**src/rtl/stream_mux2_rr.sv**
```systemverilog
// Two-to-one valid/ready stream merge with round-robin arbitration.
// Output word is registered and tagged with its source channel.
module stream_mux2_rr #(
  parameter int WIDTH     = 2,
  parameter bit RESET_PRI = 1'b0
) (
  input  logic             clk,
  input  logic             rst,
  input  logic [WIDTH-1:0] inA,
  input  logic             inA_valid,
  output logic             inA_ready,
  input  logic [WIDTH-1:0] inB,
  input  logic             inB_valid,
  output logic             inB_ready,
  output logic [WIDTH-1:0] outY,
  output logic             outY_src,
  output logic             outY_valid,
  input  logic             outY_ready
);

  localparam logic [0:0] EMPTY = 1'b0;
  localparam logic [0:0] FULL  = 1'b1;

  logic [0:0]       state_q, state_d;
  logic [WIDTH-1:0] y_q, y_d;
  logic             src_q, src_d;
  logic             rr_q, rr_d;

  logic can_load;
  logic gnt_v;
  logic gnt_sel;

  // Arbitration: pick a channel when the output slot frees this cycle.
  always_comb begin
    can_load = (state_q == EMPTY) | outY_ready;
    gnt_v    = 1'b0;
    gnt_sel  = 1'b0;
    if (can_load && !rst) begin
      if (inA_valid && inB_valid) begin
        gnt_v   = 1'b1;
        gnt_sel = rr_q;
      end else if (inA_valid) begin
        gnt_v   = 1'b1;
        gnt_sel = 1'b0;
      end else if (inB_valid) begin
        gnt_v   = 1'b1;
        gnt_sel = 1'b1;
      end
    end
  end

  assign inA_ready = gnt_v & ~gnt_sel;
  assign inB_ready = gnt_v &  gnt_sel;

  // Next state: load the granted word, or drain when consumer takes it.
  always_comb begin
    state_d = state_q;
    y_d     = y_q;
    src_d   = src_q;
    rr_d    = rr_q;
    if (gnt_v) begin
      state_d = FULL;
      y_d     = gnt_sel ? inB : inA;
      src_d   = gnt_sel;
      rr_d    = ~gnt_sel;
    end else if (outY_ready) begin
      state_d = EMPTY;
    end
  end

  // Output register and round-robin pointer.
  always_ff @(posedge clk or posedge rst) begin
    if (rst) begin
      state_q <= EMPTY;
      y_q     <= '0;
      src_q   <= 1'b0;
      rr_q    <= RESET_PRI;
    end else begin
      state_q <= state_d;
      y_q     <= y_d;
      src_q   <= src_d;
      rr_q    <= rr_d;
    end
  end

  assign outY       = y_q;
  assign outY_src   = src_q;
  assign outY_valid = (state_q == FULL);

endmodule
```
**config.mk**
```make
export PLATFORM = sky130hd
export DESIGN_NAME = stream_mux2_rr
export DESIGN_NICKNAME = d
export VERILOG_FILES = /design/src/rtl/stream_mux2_rr.sv
export SDC_FILE = /design/constraint.sdc
export NUM_CORES = 1
export LEC_CHECK = 0
export CAP_MARGIN = 20
export CORE_AREA = 5 5 42 44
export CTS_CLUSTER_DIAMETER = 30
export DETAILED_ROUTE_END_ITERATION = 10
export DIE_AREA = 0 0 47 49
export PLACE_DENSITY = 0.44
export SLEW_MARGIN = 25
export SYNTH_ARGS = -nofsm -noshare
export SYNTH_HDL_FRONTEND = slang
export SYNTH_SLANG_ARGS = --single-unit
export TNS_END_PERCENT = 5
```
**constraint.sdc**
```tcl
create_clock -name clk -period 2.9 [get_ports clk]
set_input_delay 0.58 -clock clk [delete_from_list [all_inputs] [get_ports clk]]
set_output_delay 0.58 -clock clk [all_outputs]
set_load 0.02 [all_outputs]
```
==> flow_metrics.env, run 1 <==
export IMPL_fmax_ghz=0.355
export IMPL_critical_path_max_fanout=6
export IMPL_synth_avg_cell_area_um2=13.6
export IMPL_postSynthNetCount=29
export IMPL_rrSetupSlack_ps=1680
export IMPL_area_of_the_core_um2=1400
export IMPL_fp_dieH_um=49
export IMPL_crit_arrival_ps=2240
export IMPL_worstSetupStartpoint="rst"
export IMPL_ctsLongestPathBuffers=2
export IMPL_cts_hold_repair_buffers=0
export IMPL_finish_cell_count_without_fillers=55
export IMPL_setup_repair_after_global_routing_missed_its_margin="no"
export IMPL_detail_route_first_pass_iterations=4
export IMPL_r2r_worst_path_cells=4
export IMPL_leakagePower_nw=0.200
export IMPL_seq_area_frac_synth=0.459
export IMPL_final_fill_count=154
export IMPL_path_buf_inv=2
export IMPL_timing_max_slew_rel_slack=0.786
export IMPL_post_synthesis_register_bit_count=5
export IMPL_reg2reg_from="outY_valid"
export IMPL_via_count=231
export IMPL_clk_pin_slew_worst_paths_ps=40
export IMPL_synth_cells=20
export IMPL_footprint_of_the_multi_input_gates_um2=140
export IMPL_final_setup_skew_ps=0.423
export IMPL_cp_num_cells=3
export IMPL_cpMaxStageDelayCell="clkdlybuf4s50_1"
export IMPL_grt_antenna_before_repair=0
export IMPL_post_route_cells_drive_above_1_share=0.179
export IMPL_fin_nets=49
export IMPL_grt_first_pass_wirelength_um=1030
export IMPL_routed_wl_um=636
export IMPL_critPathKind="input pin to output port"
export IMPL_critPathCapture="inB_ready"
export IMPL_area_growth_synth_to_final_pct=71.1
export IMPL_detail_route_vias_per_cell=4.20
export IMPL_io_buffers=14
export IMPL_critPathMaxStageDelay_ps=670
export IMPL_ys_types=12
export IMPL_crit_top_cell="clkdlybuf4s50_1"
export IMPL_number_of_global_route_vias_before_repair=240
export IMPL_globalRouteTotalUtil=0.0671
export IMPL_r2r_end="outY[1]"
export IMPL_cts_tree="built"
export IMPL_remaining_routing_drc_violations=0
export IMPL_htree_num_levels=1
export IMPL_num_rows=14
export IMPL_die_area_um2=2300
export IMPL_timing_hold_worst_start="outY_src"
export IMPL_finalHoldViolCount=0
export IMPL_initial_utilization=0.195
export IMPL_critical_path_required_ps=2320
export IMPL_ir_worst_vdd_v=0.000188
export IMPL_grt_overflow_total=0
export IMPL_setup_violations_final=0
export IMPL_status="completed"
export IMPL_post_drt_antenna_nets=0
export IMPL_die_x_um=47
export IMPL_power_density_nw_per_um2=553
export IMPL_insertion_delay_ps=240
export IMPL_drt_initial_drc_count=3
export IMPL_timing_final_crit_period_ps=2820
export IMPL_sequential_cell_area_um2=125
export IMPL_routabilityCongestion=0.705
export IMPL_hp_class="register to register"
export IMPL_critPathCaptureType="output port"
export IMPL_grt_start_max_net_pins=7
export IMPL_route_detailed_wl_per_inst_um=11.6
export IMPL_root_buffer="clkbuf_4"
export IMPL_cap_viol_max_count=0
export IMPL_ys_warn_count=0
export IMPL_slew_viol_final=0
export IMPL_worstSetupStartpointType="input pin"
export IMPL_post_cts_resize_count=0
export IMPL_post_cts_setup_buffers=0
export IMPL_setup_tns_ps=0
export IMPL_worstMarginPinSlew_ps=320
export IMPL_critical_path_cell_chain="clkdlybuf4s50_1 > nor4b_4 > clkdlybuf4s50_1"
export IMPL_placed_cells_incl_taps=51
export IMPL_fin_crit_sh=0.972
export IMPL_holdWs_ps=478
export IMPL_cts_buffers_inserted=3
export IMPL_antenna_diode_count=0
export IMPL_post_synth_instance_area_um2=273
export IMPL_pin_count=15
export IMPL_cp_top_family="buffers and inverters"
export IMPL_numClockSinks=5
==> cell type report <==
type                    instances  share of cell area
well taps                      16              0.0429
inverters                       2              0.0161
repair buffers                 15               0.316
multi-input cells              13               0.300
clock buffers                   4              0.0563
flip-flops and latches          5               0.268
==> state kept, by name, indices dropped and copies added (netlist names) <==
| name | cells |
|---|---|
| outY | 2 |
| outY_valid | 1 |
| outY_src | 1 |
| rr_q | 1 |
==> cells in the mapped netlist <==
cell type	n	area share
nand2b_1	1	0.023
dfrtp_1	5	0.46
nor4b_4	1	0.087
a21o_1	2	0.055
inv_1	2	0.028
nor2b_4	1	0.050
o31a_1	2	0.064
a221o_1	2	0.073
nor2_1	1	0.014
or3_1	1	0.023
a2111oi_4	1	0.10
nor2b_1	1	0.023
==> layer usage <==
layer | wire (um) | up-vias | global-route usage
met2 | 281 | 11 | 0.0747
met4 | 0 | 0 | 0.0415
met5 | 0 | - | 0
met1 | 259 | 105 | 0.0822
li1 | - | 115 | -
met3 | 96 | 0 | 0.0590
==> logic make-up (layout without fill, tap and decap cells) <==
family | Yosys count | in the layout | share of synthesized area
flops | 5 | 5 | 0.459
simple gates | 6 | 6 | 0.220
buf+inv | 2 | 21 | 0.0275
compound gates | 7 | 7 | 0.294
==> through the flow <==
| step | utilization | instance area, um^2 | worst slack, ps | power (mW) |
|---|---|---|---|---|
| final | 0.333 | 467 | 81.4 | 0.258 |
| after global routing | 0.333 | 467 | 11.3 | 0.278 |
| after CTS | 0.333 | 467 | 53.4 | 0.265 |
| after detailed placement | 0.314 | 440 | 54.9 | 0.181 |
| after global placement | 0.314 | 440 | 93.6 | 0.182 |
| after floorplan | - | 273 | 1190 | 0.136 |
==> worst min-delay path by stage <==
stage / end / cells past startpoint / slack [ps]
floorplan: outY[0] / 1 / 360
global placement: outY_src / 1 / 470
detailed placement: outY_src / 1 / 460
CTS: outY_src / 1 / 480
global route: outY_src / 1 / 500
finish: outY_src / 1 / 480
==> report_power, final <==
group / switching (mW) / internal [mW] / total [mW] / leakage, nW
Sequential: 0.00847 / 0.0827 / 0.0912 / 0.0613
Combinational: 0.0384 / 0.0491 / 0.0875 / 0.124
Clock: 0.0274 / 0.0519 / 0.0793 / 0.0150
==> cell usage in the layout (no fill, tap or decap), types with 2 or more instances in the layout <==
cell and n:
clkdlybuf4s50_1 14, dfrtp_1 5, clkbuf_4 3, inv_1 2
o31a_1 2, a221o_1 2, a21o_1 2
(Power assumes the default switching activity.)
==> run 2: changes to the inputs <==
--- a/config.mk
+++ b/config.mk
@@ -10,7 +10,7 @@
 export CTS_CLUSTER_DIAMETER = 30
 export DETAILED_ROUTE_END_ITERATION = 10
 export DIE_AREA = 0 0 47 49
-export PLACE_DENSITY = 0.44
+export PLACE_DENSITY = 0.46
 export SLEW_MARGIN = 25
 export SYNTH_ARGS = -nofsm -noshare
 export SYNTH_HDL_FRONTEND = slang
==> constraint.sdc (replaced) <==
create_clock -name clk -period 2.45 [get_ports clk]
set_input_delay 0.49 -clock clk [delete_from_list [all_inputs] [get_ports clk]]
set_output_delay 0.49 -clock clk [all_outputs]
set_load 0.02 [all_outputs]
==> flow_metrics.env, run 2 (same netlist as run 1, synthesis figures left out) <==
export IMPL_status="completed"
export IMPL_globalRouteTotalUtil=0.0813
export IMPL_switching_component_of_the_power_mw=0.0951
export IMPL_critPathKind="input pin to output port"
export IMPL_min_delay_path_depth=1
export IMPL_critPathMaxStageDelay_ps=520
export IMPL_fin_crit_sh=0.913
export IMPL_rrSetupSlack_ps=1100
export IMPL_post_route_cells_drive_above_1_share=0.262
export IMPL_numClockSinks=5
export IMPL_timing_hold_worst_start="outY_src"
export IMPL_die_x_um=47
export IMPL_placed_cells_incl_taps=54
export IMPL_setup_repair_after_global_routing_missed_its_margin="no"
export IMPL_ir_worst_vdd_v=0.000348
export IMPL_finish_cell_count_without_fillers=58
export IMPL_grt_overflow_total=0
export IMPL_crit_arrival_ps=1750
export IMPL_layout_common_cells="clkdlybuf4s50_1 (12), dfrtp_1 (5), buf_4 (4)"
export IMPL_setup_violations_final=0
export IMPL_layout_commonest_cell="clkdlybuf4s50_1"
export IMPL_drt_initial_drc_count=1
export IMPL_critPathCaptureType="output port"
export IMPL_initial_utilization=0.195
export IMPL_critical_path_max_fanout=3
export IMPL_r2r_worst_path_cells=4
export IMPL_fp_dieH_um=49
export IMPL_comb_power_share=0.348
export IMPL_fmax_ghz=0.447
export IMPL_post_cts_resize_count=2
export IMPL_setup_tns_ps=0
export IMPL_post_drt_antenna_nets=0
export IMPL_detail_route_first_pass_iterations=2
export IMPL_worstMarginPinSlew_ps=260
export IMPL_power_share_clock=0.302
export IMPL_grt_antenna_before_repair=0
export IMPL_area_of_the_core_um2=1400
export IMPL_final_setup_skew_ps=1.05
export IMPL_ctsLongestPathBuffers=2
export IMPL_r2r_end="rr_q"
export IMPL_worstSetupStartpoint="rst"
export IMPL_slew_viol_final=0
export IMPL_totalPowerFinal_mw=0.313
export IMPL_fin_util=0.348
export IMPL_routabilityCongestion=0.756
export IMPL_num_rows=14
export IMPL_power_internal_mw=0.218
export IMPL_io_buffers=14
export IMPL_pin_count=15
export IMPL_grt_first_pass_wirelength_um=1240
export IMPL_cts_buffers_inserted=3
export IMPL_timing_max_slew_rel_slack=0.827
export IMPL_hp_class="register to register"
export IMPL_area_growth_synth_to_final_pct=78.9
export IMPL_die_area_um2=2300
export IMPL_critical_path_required_ps=1960
export IMPL_worstSetupStartpointType="input pin"
export IMPL_power_density_nw_per_um2=641
export IMPL_clk_pin_slew_worst_paths_ps=40
export IMPL_cts_tree="built"
export IMPL_post_cts_setup_buffers=0
export IMPL_timing_final_crit_period_ps=2240
export IMPL_largest_register_ff_count=2
export IMPL_root_buffer="clkbuf_4"
export IMPL_antenna_diode_count=0
export IMPL_cap_viol_max_count=0
export IMPL_detail_route_vias_per_cell=4.48
export IMPL_power_switching_share=0.304
export IMPL_fin_nets=52
export IMPL_reg2reg_from="outY_valid"
export IMPL_routed_wl_um=779
export IMPL_leakagePower_nw=0.226
export IMPL_htree_num_levels=1
export IMPL_remaining_routing_drc_violations=0
export IMPL_hold_end="outY_src"
export IMPL_route_detailed_wl_per_inst_um=13.4
export IMPL_share_seq_of_total_power=0.350
export IMPL_insertion_delay_ps=240
export IMPL_holdWs_ps=483
export IMPL_number_of_global_route_vias_before_repair=306
export IMPL_cpMaxStageDelayCell="clkdlybuf4s50_1"
export IMPL_via_count=260
export IMPL_critical_path_cell_chain="clkdlybuf4s50_1 > a2111oi_4 > dlygate4sd2_1"
export IMPL_finalHoldViolCount=0
export IMPL_cts_hold_repair_buffers=0
export IMPL_grt_start_max_net_pins=6
export IMPL_detailedPlacementHpwl_um=659
[run 2: layout make-up]
cell class / count / area (um^2)
fill: 153 / 913
inverter: 2 / 7.51
timing repair buffer: 18 / 168
clock buffer: 3 / 22.5
multi-input combinational: 13 / 140
tap: 16 / 20.0
clock inverter: 1 / 5.00
sequential: 5 / 125
[run 2: layer usage]
metal / part of all wire / wire length, um / track usage / vias up
met1: 0.33 / 255 / 0.0668 / 123
met3: 0.096 / 75 / 0.0664 / 4
met4: 0.019 / 15 / 0.0415 / 0
met2: 0.55 / 432 / 0.131 / 12
li1: - / - / - / 121
met5: 0 / 0 / 0 / -
[run 2: how the worst max path moves through the flow]
stage,to,cells past startpoint
after global placement,inA_ready,3
final,inA_ready,3
after CTS,inA_ready,3
after detailed placement,inA_ready,3
after floorplan,inA_ready,2
after global routing,inA_ready,3
[run 2: power groups by stage]
stage / Sequential (mW) / Clock, mW / Combinational [mW]
after floorplan: 0.123 / 0 / 0.0380
after global placement: 0.110 / 0 / 0.111
after detailed placement: 0.110 / 0 / 0.112
after CTS: 0.109 / 0.101 / 0.111
after global routing: 0.111 / 0.107 / 0.116
final: 0.109 / 0.0945 / 0.109
[run 2: metrics by stage]
| stage | setup WS, ps | instance area [um^2] |
|---|---|---|
| after global routing | 176 | 488 |
| after detailed placement | -74.1 | 463 |
| after floorplan | 868 | 273 |
| final | 213 | 488 |
| after global placement | -68.3 | 463 |
| after CTS | 205 | 488 |
[run 2: critical path, delay by kind of cell]
family | cells | cell delay, ps
AO/OA/AOI/OAI | 1 | 370
buffers and inverters | 2 | 890
